## src/rtl/pipe_ctrl_pkg.sv

```systemverilog
// Shared definitions for the pipeline stall/flush controller: miss-wait state
// encoding, MUL occupancy bound and the stall-cause enum used by perf logic.
package pipe_ctrl_pkg;

  // Miss-wait FSM encoding, shared by the I-cache and D-cache instances.
  typedef enum logic {
    StIdle = 1'b0,
    StWait = 1'b1
  } mw_state_e;

  // Upper bound of MUL_LAT; the occupancy counter is sized from it.
  localparam int unsigned MulLatMax = 16;
  localparam int unsigned MulCntW   = $clog2(MulLatMax);

  // Highest-priority active stall in a cycle.
  typedef enum logic [2:0] {
    CauseNone = 3'd0,
    CauseMem  = 3'd1,
    CauseEx   = 3'd2,
    CauseId   = 3'd3,
    CauseIf   = 3'd4
  } stall_cause_e;

endpackage

```

## src/rtl/miss_wait_fsm.sv

```systemverilog
// Two-state miss/wait tracker. Stalls combinationally on the cycle the miss is
// raised and keeps stalling until the fill-done pulse is sampled.
module miss_wait_fsm
  import pipe_ctrl_pkg::*;
(
  input  logic clk,
  input  logic rst_n,
  input  logic miss,
  input  logic fill_done,
  input  logic force_idle,
  output logic stall
);

  mw_state_e state_q;

  // State update; force_idle wins so a redirect abandons an outstanding wait.
  always_ff @(posedge clk or negedge rst_n) begin
    if (!rst_n) begin
      state_q <= StIdle;
    end else if (force_idle) begin
      state_q <= StIdle;
    end else begin
      unique case (state_q)
        StIdle: if (miss) state_q <= StWait;  // fill_done in idle is a stray pulse
        StWait: if (fill_done) state_q <= StIdle;
        default: state_q <= StIdle;
      endcase
    end
  end

  // Zero-latency stall: the cycle that raises the miss already freezes.
  assign stall = ((state_q == StIdle) && miss) || (state_q == StWait);

endmodule

```

## src/rtl/pipe_ctrl.sv

```systemverilog
// Pipeline stall/flush controller for the 5-stage core. Enable/flush outputs
// are combinational from inputs and state; oldest stage wins.
// Optional perf counters are built when PIPE_CTRL_PERF_EN is defined.
module pipe_ctrl
  import pipe_ctrl_pkg::*;
#(
  parameter int unsigned MUL_LAT = 4,
  parameter int unsigned CNT_W   = 32
) (
  input  logic             clk,
  input  logic             rst_n,
  input  logic             id_hazard_stall,
  input  logic             ic_miss,
  input  logic             ic_fill_done,
  input  logic             dc_miss,
  input  logic             dc_fill_done,
  input  logic             ex_is_mul,
  input  logic             ex_branch_taken,
  input  logic             wb_exception,
  output logic             pc_en,
  output logic             if_id_en,
  output logic             id_ex_en,
  output logic             ex_mem_en,
  output logic             mem_wb_en,
  output logic             if_id_flush,
  output logic             id_ex_flush,
  output logic             ex_mem_flush,
  output logic             mem_wb_flush,
  output logic [CNT_W-1:0] perf_mem_stall,
  output logic [CNT_W-1:0] perf_ex_stall,
  output logic [CNT_W-1:0] perf_id_stall,
  output logic [CNT_W-1:0] perf_if_stall
);

  localparam logic [MulCntW-1:0] MulLast = MulCntW'(MUL_LAT - 1);

  logic               mem_stall, ex_stall, id_stall, if_stall;
  logic [MulCntW-1:0] mul_cnt_q;

  miss_wait_fsm u_dc_fsm (
    .clk        (clk),
    .rst_n      (rst_n),
    .miss       (dc_miss),
    .fill_done  (dc_fill_done),
    .force_idle (wb_exception),
    .stall      (mem_stall)
  );

  // I-cache wait survives redirects: the outstanding fill must still land.
  miss_wait_fsm u_ic_fsm (
    .clk        (clk),
    .rst_n      (rst_n),
    .miss       (ic_miss),
    .fill_done  (ic_fill_done),
    .force_idle (1'b0),
    .stall      (if_stall)
  );

  assign ex_stall = ex_is_mul && (mul_cnt_q != MulLast);
  assign id_stall = id_hazard_stall;

  // MUL occupancy: counts only cycles without a MEM stall, clears on advance.
  always_ff @(posedge clk or negedge rst_n) begin
    if (!rst_n) begin
      mul_cnt_q <= '0;
    end else if (wb_exception || !ex_is_mul) begin
      mul_cnt_q <= '0;
    end else if (!mem_stall) begin
      mul_cnt_q <= ex_stall ? mul_cnt_q + 1'b1 : '0;
    end
  end

  // Priority-resolved stage enables and bubble controls.
  always_comb begin
    pc_en        = 1'b1;
    if_id_en     = 1'b1;
    id_ex_en     = 1'b1;
    ex_mem_en    = 1'b1;
    mem_wb_en    = 1'b1;
    if_id_flush  = 1'b0;
    id_ex_flush  = 1'b0;
    ex_mem_flush = 1'b0;
    mem_wb_flush = 1'b0;
    if (wb_exception) begin
      if_id_flush  = 1'b1;
      id_ex_flush  = 1'b1;
      ex_mem_flush = 1'b1;
      mem_wb_flush = 1'b1;
    end else if (mem_stall) begin
      pc_en        = 1'b0;
      if_id_en     = 1'b0;
      id_ex_en     = 1'b0;
      ex_mem_en    = 1'b0;
      mem_wb_flush = 1'b1;
    end else if (ex_stall) begin
      pc_en        = 1'b0;
      if_id_en     = 1'b0;
      id_ex_en     = 1'b0;
      ex_mem_flush = 1'b1;
    end else if (ex_branch_taken) begin
      if_id_flush  = 1'b1;
      id_ex_flush  = 1'b1;
    end else if (id_stall) begin
      pc_en        = 1'b0;
      if_id_en     = 1'b0;
      id_ex_flush  = 1'b1;
    end else if (if_stall) begin
      pc_en        = 1'b0;
      if_id_flush  = 1'b1;
    end
  end

`ifdef PIPE_CTRL_PERF_EN
  stall_cause_e     cause;
  logic [CNT_W-1:0] perf_mem_q, perf_ex_q, perf_id_q, perf_if_q;

  // Same priority as the control decode; a taken branch masks ID/IF stalls.
  always_comb begin
    cause = CauseNone;
    if (wb_exception)         cause = CauseNone;
    else if (mem_stall)       cause = CauseMem;
    else if (ex_stall)        cause = CauseEx;
    else if (ex_branch_taken) cause = CauseNone;
    else if (id_stall)        cause = CauseId;
    else if (if_stall)        cause = CauseIf;
  end

  // Saturating stall-cycle counters, one per cause.
  always_ff @(posedge clk or negedge rst_n) begin
    if (!rst_n) begin
      perf_mem_q <= '0;
      perf_ex_q  <= '0;
      perf_id_q  <= '0;
      perf_if_q  <= '0;
    end else begin
      if (cause == CauseMem && perf_mem_q != '1) perf_mem_q <= perf_mem_q + 1'b1;
      if (cause == CauseEx  && perf_ex_q  != '1) perf_ex_q  <= perf_ex_q + 1'b1;
      if (cause == CauseId  && perf_id_q  != '1) perf_id_q  <= perf_id_q + 1'b1;
      if (cause == CauseIf  && perf_if_q  != '1) perf_if_q  <= perf_if_q + 1'b1;
    end
  end

  assign perf_mem_stall = perf_mem_q;
  assign perf_ex_stall  = perf_ex_q;
  assign perf_id_stall  = perf_id_q;
  assign perf_if_stall  = perf_if_q;
`else
  assign perf_mem_stall = '0;
  assign perf_ex_stall  = '0;
  assign perf_id_stall  = '0;
  assign perf_if_stall  = '0;
`endif

endmodule

```

## config.mk

```make
export PLATFORM = sky130hd
export DESIGN_NAME = pipe_ctrl
export DESIGN_NICKNAME = d
export VERILOG_FILES = /design/src/rtl/pipe_ctrl_pkg.sv /design/src/rtl/miss_wait_fsm.sv /design/src/rtl/pipe_ctrl.sv
export SDC_FILE = /design/constraint.sdc
export NUM_CORES = 1
export LEC_CHECK = 0
export CORE_ASPECT_RATIO = 0.8
export CORE_UTILIZATION = 29
export CTS_BUF_LIST = sky130_fd_sc_hd__clkbuf_4 sky130_fd_sc_hd__clkbuf_8 sky130_fd_sc_hd__clkbuf_16
export DETAILED_ROUTE_END_ITERATION = 6
export PLACE_DENSITY = 0.79
export SKIP_CTS_REPAIR_TIMING = 1
export SYNTH_ARGS = -nofsm -noshare
export SYNTH_HDL_FRONTEND = slang
export SYNTH_HIERARCHICAL = 1
export SYNTH_SLANG_ARGS = --single-unit
```

## constraint.sdc

```tcl
create_clock -name clk -period 1.4 [get_ports clk]
set_input_delay 0.28 -clock clk [delete_from_list [all_inputs] [get_ports clk]]
set_output_delay 0.28 -clock clk [all_outputs]
set_load 0.02 [all_outputs]
```

# --- After elaboration in Yosys (flattened, before gate mapping) ---
# Cells that the tools add are included.
totals:
  register_bits: 6
  word_cells: 57
  inputBits: 10
op_classes:
  addsub: 1
  n_eq_ne: 2
  bitwise: 2
  mux: 42
  n_reduce_logical: 7
ops:
  columns: ["cell", "n"]
  rows:
  - ["1-bit two-way mux", 37]
  - ["4-bit two-way mux", 3]
  - ["4-bit by 1-bit adder with 4-bit output (second input constant)", 1]
  - ["4-bit by 2-bit inequality test with 1-bit output (second input constant)", 1]
  - ["1-bit one-hot mux with 2 select lines", 2]
  - ["1-bit logical AND", 3]
  - ["1-bit logical OR", 3]
  - ["2-bit by 1-bit inequality test with 1-bit output (second input constant)", 1]
  - ["1-bit NOT", 2]
  - ["1-bit zero test", 1]

# --- Depth between registers and ports, before layout ---
logic_depth:
  ltp_word: 9
  depth_mapped: 4

# --- By module ---
# Netlist, hierarchy kept.
by_module_without_submodules:
  columns: ["mod", "instances", "seq_area_each_um2", "cells_per_inst", "area_per_inst_um2"]
  rows:
  - ["pipe_ctrl", 1, 100.1, 166, 1265.0]
  - ["miss_wait_fsm", 2, 25.0, 5, 60.1]

# --- Worst setup path before layout ---
# OpenSTA, ideal clock, no wires.
synth_path:
  kind: "register to output"
  from: "reg u_dc_fsm.state_q"
  to: "out if_id_en"
  path_slack_ns: -0.306
  arrival_ns: 1.426
  stages_incl_launch_ff: 5
  required_ns: 1.120
  path_cell_list: "dfrtp_1 or2_1 nand2b_1 o21ai_1 a21oi_1"
synth_via:
  elab_chain_len: 5
synth_lines:
  columns: ["item", "line_no", "text"]
  rows:
  - ["start: declaration", "miss_wait_fsm.sv:14", "mw_state_e state_q;"]
  - ["start signal: assignment", "miss_wait_fsm.sv:19", "state_q <= StIdle;"]
  - ["start signal: assignment", "miss_wait_fsm.sv:21", "state_q <= StIdle;"]
  - ["start signal: assignment", "miss_wait_fsm.sv:24", "StIdle: if (miss) state_q <= StWait;"]
  - ["1-bit NOT", "miss_wait_fsm.sv:32", "assign stall = ((state_q == StIdle) && miss) || (state_q == StWait);"]
  - ["1-bit logical AND", "miss_wait_fsm.sv:32", null]
  - ["1-bit logical OR (*)", "miss_wait_fsm.sv:32", null]
  - ["via mem_stall", "pipe_ctrl.sv:37", "logic mem_stall, ex_stall, id_stall, if_stall;"]
  - ["1-bit two-way mux (*)", "pipe_ctrl.sv:89", "end else if (mem_stall) begin"]
  - ["1-bit two-way mux (*)", "pipe_ctrl.sv:84", "if (wb_exception) begin"]
  - ["end: declaration", "pipe_ctrl.sv:21", "output logic if_id_en,"]
# The timed path passes the listed nets; every way through them passes the cells marked *.

# --- Final worst setup path ---
layout_path:
  from: "reg mul_cnt_q[1]"
  to: "out if_id_flush"
layout_via:
  elab_chain_len: 5
layout_lines:
  columns: ["item", "line_no", "text"]
  rows:
  - ["start: declaration", "pipe_ctrl.sv:38", "logic [MulCntW-1:0] mul_cnt_q;"]
  - ["start signal: assignment", "pipe_ctrl.sv:69", "mul_cnt_q <= ex_stall ? mul_cnt_q + 1'b1 : '0;"]
  - ["4-bit by 2-bit inequality test with 1-bit output", "pipe_ctrl.sv:59", "assign ex_stall = ex_is_mul && (mul_cnt_q != MulLast);"]
  - ["1-bit logical AND", "pipe_ctrl.sv:59", null]
  - ["1-bit two-way mux", "pipe_ctrl.sv:95", "end else if (ex_stall) begin"]
  - ["1-bit two-way mux", "pipe_ctrl.sv:89", null]
  - ["1-bit two-way mux", "pipe_ctrl.sv:84", null]
  - ["end: declaration", "pipe_ctrl.sv:25", "output logic if_id_flush,"]
# Every way passes these cells.

==> results.tsv <==
stage	metric	value	unit
clock_tree	tritoncts	built	
die	dieWidth	79.3	µm
synth	ys_seq_area_share	10.8	%
synth	synth_most_common_cell	buf_4	
placement	dp_hpwl	1440	µm
synth	syn_area_per_cell	7.87	µm²
sta	min_period	1.80	ns
grt	antenna_found_initial	0	
sta	slew_viol_final	0	
sta	rsz0062_at_grt	yes	
placement	place_inst	261	
grt	grt_max_degree	8	
worst_setup_path	path_common_cell	buf_6	
die	initial_core_util	30.1	%
routing	routed_via_density	2.81	
worst_setup_path	critical-path-top-delay-family	flip-flops	
worst_setup_path	crit_fanout	3	
die	core	0.00460	mm²
routing	finalWirelength	1700	µm
routing	final_antenna_net_count	0	
die	fp.dieArea	0.00506	mm²
final_layout	syn_to_final_growth	0.813	%
die	die_h	63.8	µm
clock_tree	clk_latency	0.21	ns
clock_tree	clockRootBuffer	clkbuf_8	
grt	grt.overflow.total	0	
outcome	status	finished, violations left	
clock_tree	cts_max_level	1	
routing	drc	0	
worst_setup_path	cpMaxStageDelayCell	dfrtp_1	
worst_hold_path	hold_path.class	in -> async	
synth	syn_area	0.00139	mm²
grt	grt_pass1_wl	2110	µm
worst_setup_path	critical_path_class	reg -> out	
clock_tree	numCtsBuffers	3	
worst_setup_path	rr_worst_depth	4	
final_layout	n_antenna_cell	0	
worst_setup_path	crit_path_start_kind	flip-flop	
grt	grt_pass1_vias	492	
worst_setup_path	cp.arrival	1.52	ns
synth	synth_edf_count	0	
clock_tree	clockBufferDepth	2	
flow_run	drv_cap	0	
clock_tree	clock_sinks	6	
synth	yosysTopAreaCellShare	69.9	%
synth	ys.flop_type	dfrtp_1	
synth	synthTopCellsByCount	buf_4 (129), dfrtp_1 (6), a21oi_1 (5), nand2b_1 (5)	
routing	drtIter0Drc	12	
routing	route.vias.total	756	
outcome	violations	setup timing	
final_layout	nNetsFinal	222	
final_layout	final_util	30.4	%
final_layout	finalNonFillerCells	269	
sta	skew	0.000735	ns
synth	synth-async-reset-ratio	100	%
die	rows	22	
power_and_ir_drop	powerDensity	695	mW/mm²
placement	routabilityCongestion	0.660	
worst_setup_path	endpoint_kind	primary output	
synth	synth.distinct_cells	25	
synth	synth.ff_latch_count	6	
sta	max_freq	555	MHz
synth	syn_inst	176	
routing	first_pass_iters	3	
power_and_ir_drop	ir_drop	0.365	mV
clock_tree	clkTransAtPathRegs	0.03	ns
grt	grt_usage	5.52	%
sta	fin_crit_sh	129	%
synth	synth_top_area_cell	buf_4	
routing	wl_per_cell	6.33	µm
worst_setup_path	cp_num_buf_inv	2	
sta	hold_viol_final	0	
synth	synth_warnings	6	
power_and_ir_drop	total_power	971	µW
sta	setup_viol	9	
worst_setup_path	worstPathCellList	ha_2 > nor3b_4 > o21ai_4 > buf_6 > a21oi_4 > buf_6	
synth	synth.area.top_cells	buf_4 (70%), dfrtp_1 (11%), nand2b_1 (2.3%)	
placement	port_buffers	17	
worst_setup_path	cpPeakStageDelay	0.37	ns
power_and_ir_drop	power.leakage	0.812	nW
worst_setup_path	crit_cells	6	
worst_setup_path	cp.required	1.12	ns
sta	postLayoutSetupSlackWorst	-0.403	ns
die	ios	147	
final_layout	drive_above_1_share	21.1	%
-- through the flow --
step	worst slack [ns]	instance area [µm²]	setup TNS, ns	hold slack, ns
final	-0.403	1400	-2.31	0.314
after CTS	-0.911	1320	-6.65	0.320
after floorplan	0.00651	1930	0	-0.0156
after detailed placement	-0.910	1280	-7.21	0.552
after global placement	-0.823	1280	-6.93	0.544
after global routing	-0.484	1400	-2.88	0.323
-- routing by layer --
layer,share of wire (%),routed length [µm],vias to the layer above,global-route usage [%]
met3,9.2,156,2,0.571
met5,0,0,-,0
met4,1.0,17,0,4.09
met1,32,550,334,5.44
li1,-,-,352,-
met2,57,979,68,10.6
-- registers in the layout, summed over array words and instances, names as in the netlist --
signal and count:
mul_cnt_q 4, u_dc_fsm/state_q 1, u_ic_fsm/state_q 1
-- power breakdown --
part / switching [mW] / total [mW] / internal (mW)
sequential: 0.00329 / 0.184 / 0.180
clock: 0.0635 / 0.247 / 0.184
combinational: 0.408 / 0.540 / 0.132
-- cell type report --
class | count | area, µm²
tap | 60 | 75.1
fill | 481 | 3200
inverter | 2 | 7.51
timing repair buffer | 31 | 295
clock buffer | 3 | 41.3
multi-input combinational | 167 | 827
sequential | 6 | 150
-- cell families (layout without fill, tap and decap cells) --
| group | count (synthesis) | count (layout) | synth area share, % |
|---|---|---|---|
| xor gates and xnor gates | 1 | 1 | 0.632 |
| AOI/OAI and AO/OA | 11 | 11 | 4.70 |
| DFF | 6 | 6 | 10.8 |
| buffers and inverters | 131 | 36 | 70.5 |
| adders and majority gates | 1 | 1 | 0.903 |
| and+or+nand+nor | 24 | 24 | 11.9 |
| other | 2 | 130 | 0.542 |
-- path summary, 6_finish.rpt --
path,from,end,slack (ns)
hold / removal,rst_n,u_ic_fsm/state_q,0.31
hold reg to reg,u_ic_fsm/state_q,u_ic_fsm/state_q,0.64
min in group clk,dc_miss,u_dc_fsm/state_q,0.47
setup / recovery,mul_cnt_q[1],if_id_flush,-0.40
max in group asynchronous,rst_n,mul_cnt_q[1],0.87
setup reg to reg,u_dc_fsm/state_q,mul_cnt_q[2],-0.05
-- cells in the final DEF (no fill, tap or decap), drive strengths merged, types with 2 or more instances in the layout --
master and instances:
a21oi 7, conb 130, inv 2, or2 3
dlymetal6s2s 2, o21ai 3, nand2b 7, buf 22
nor2 3, clkdlybuf4s50 7, nand2 3, dfrtp 6
clkbuf 3
(Power assumes the default switching activity.)
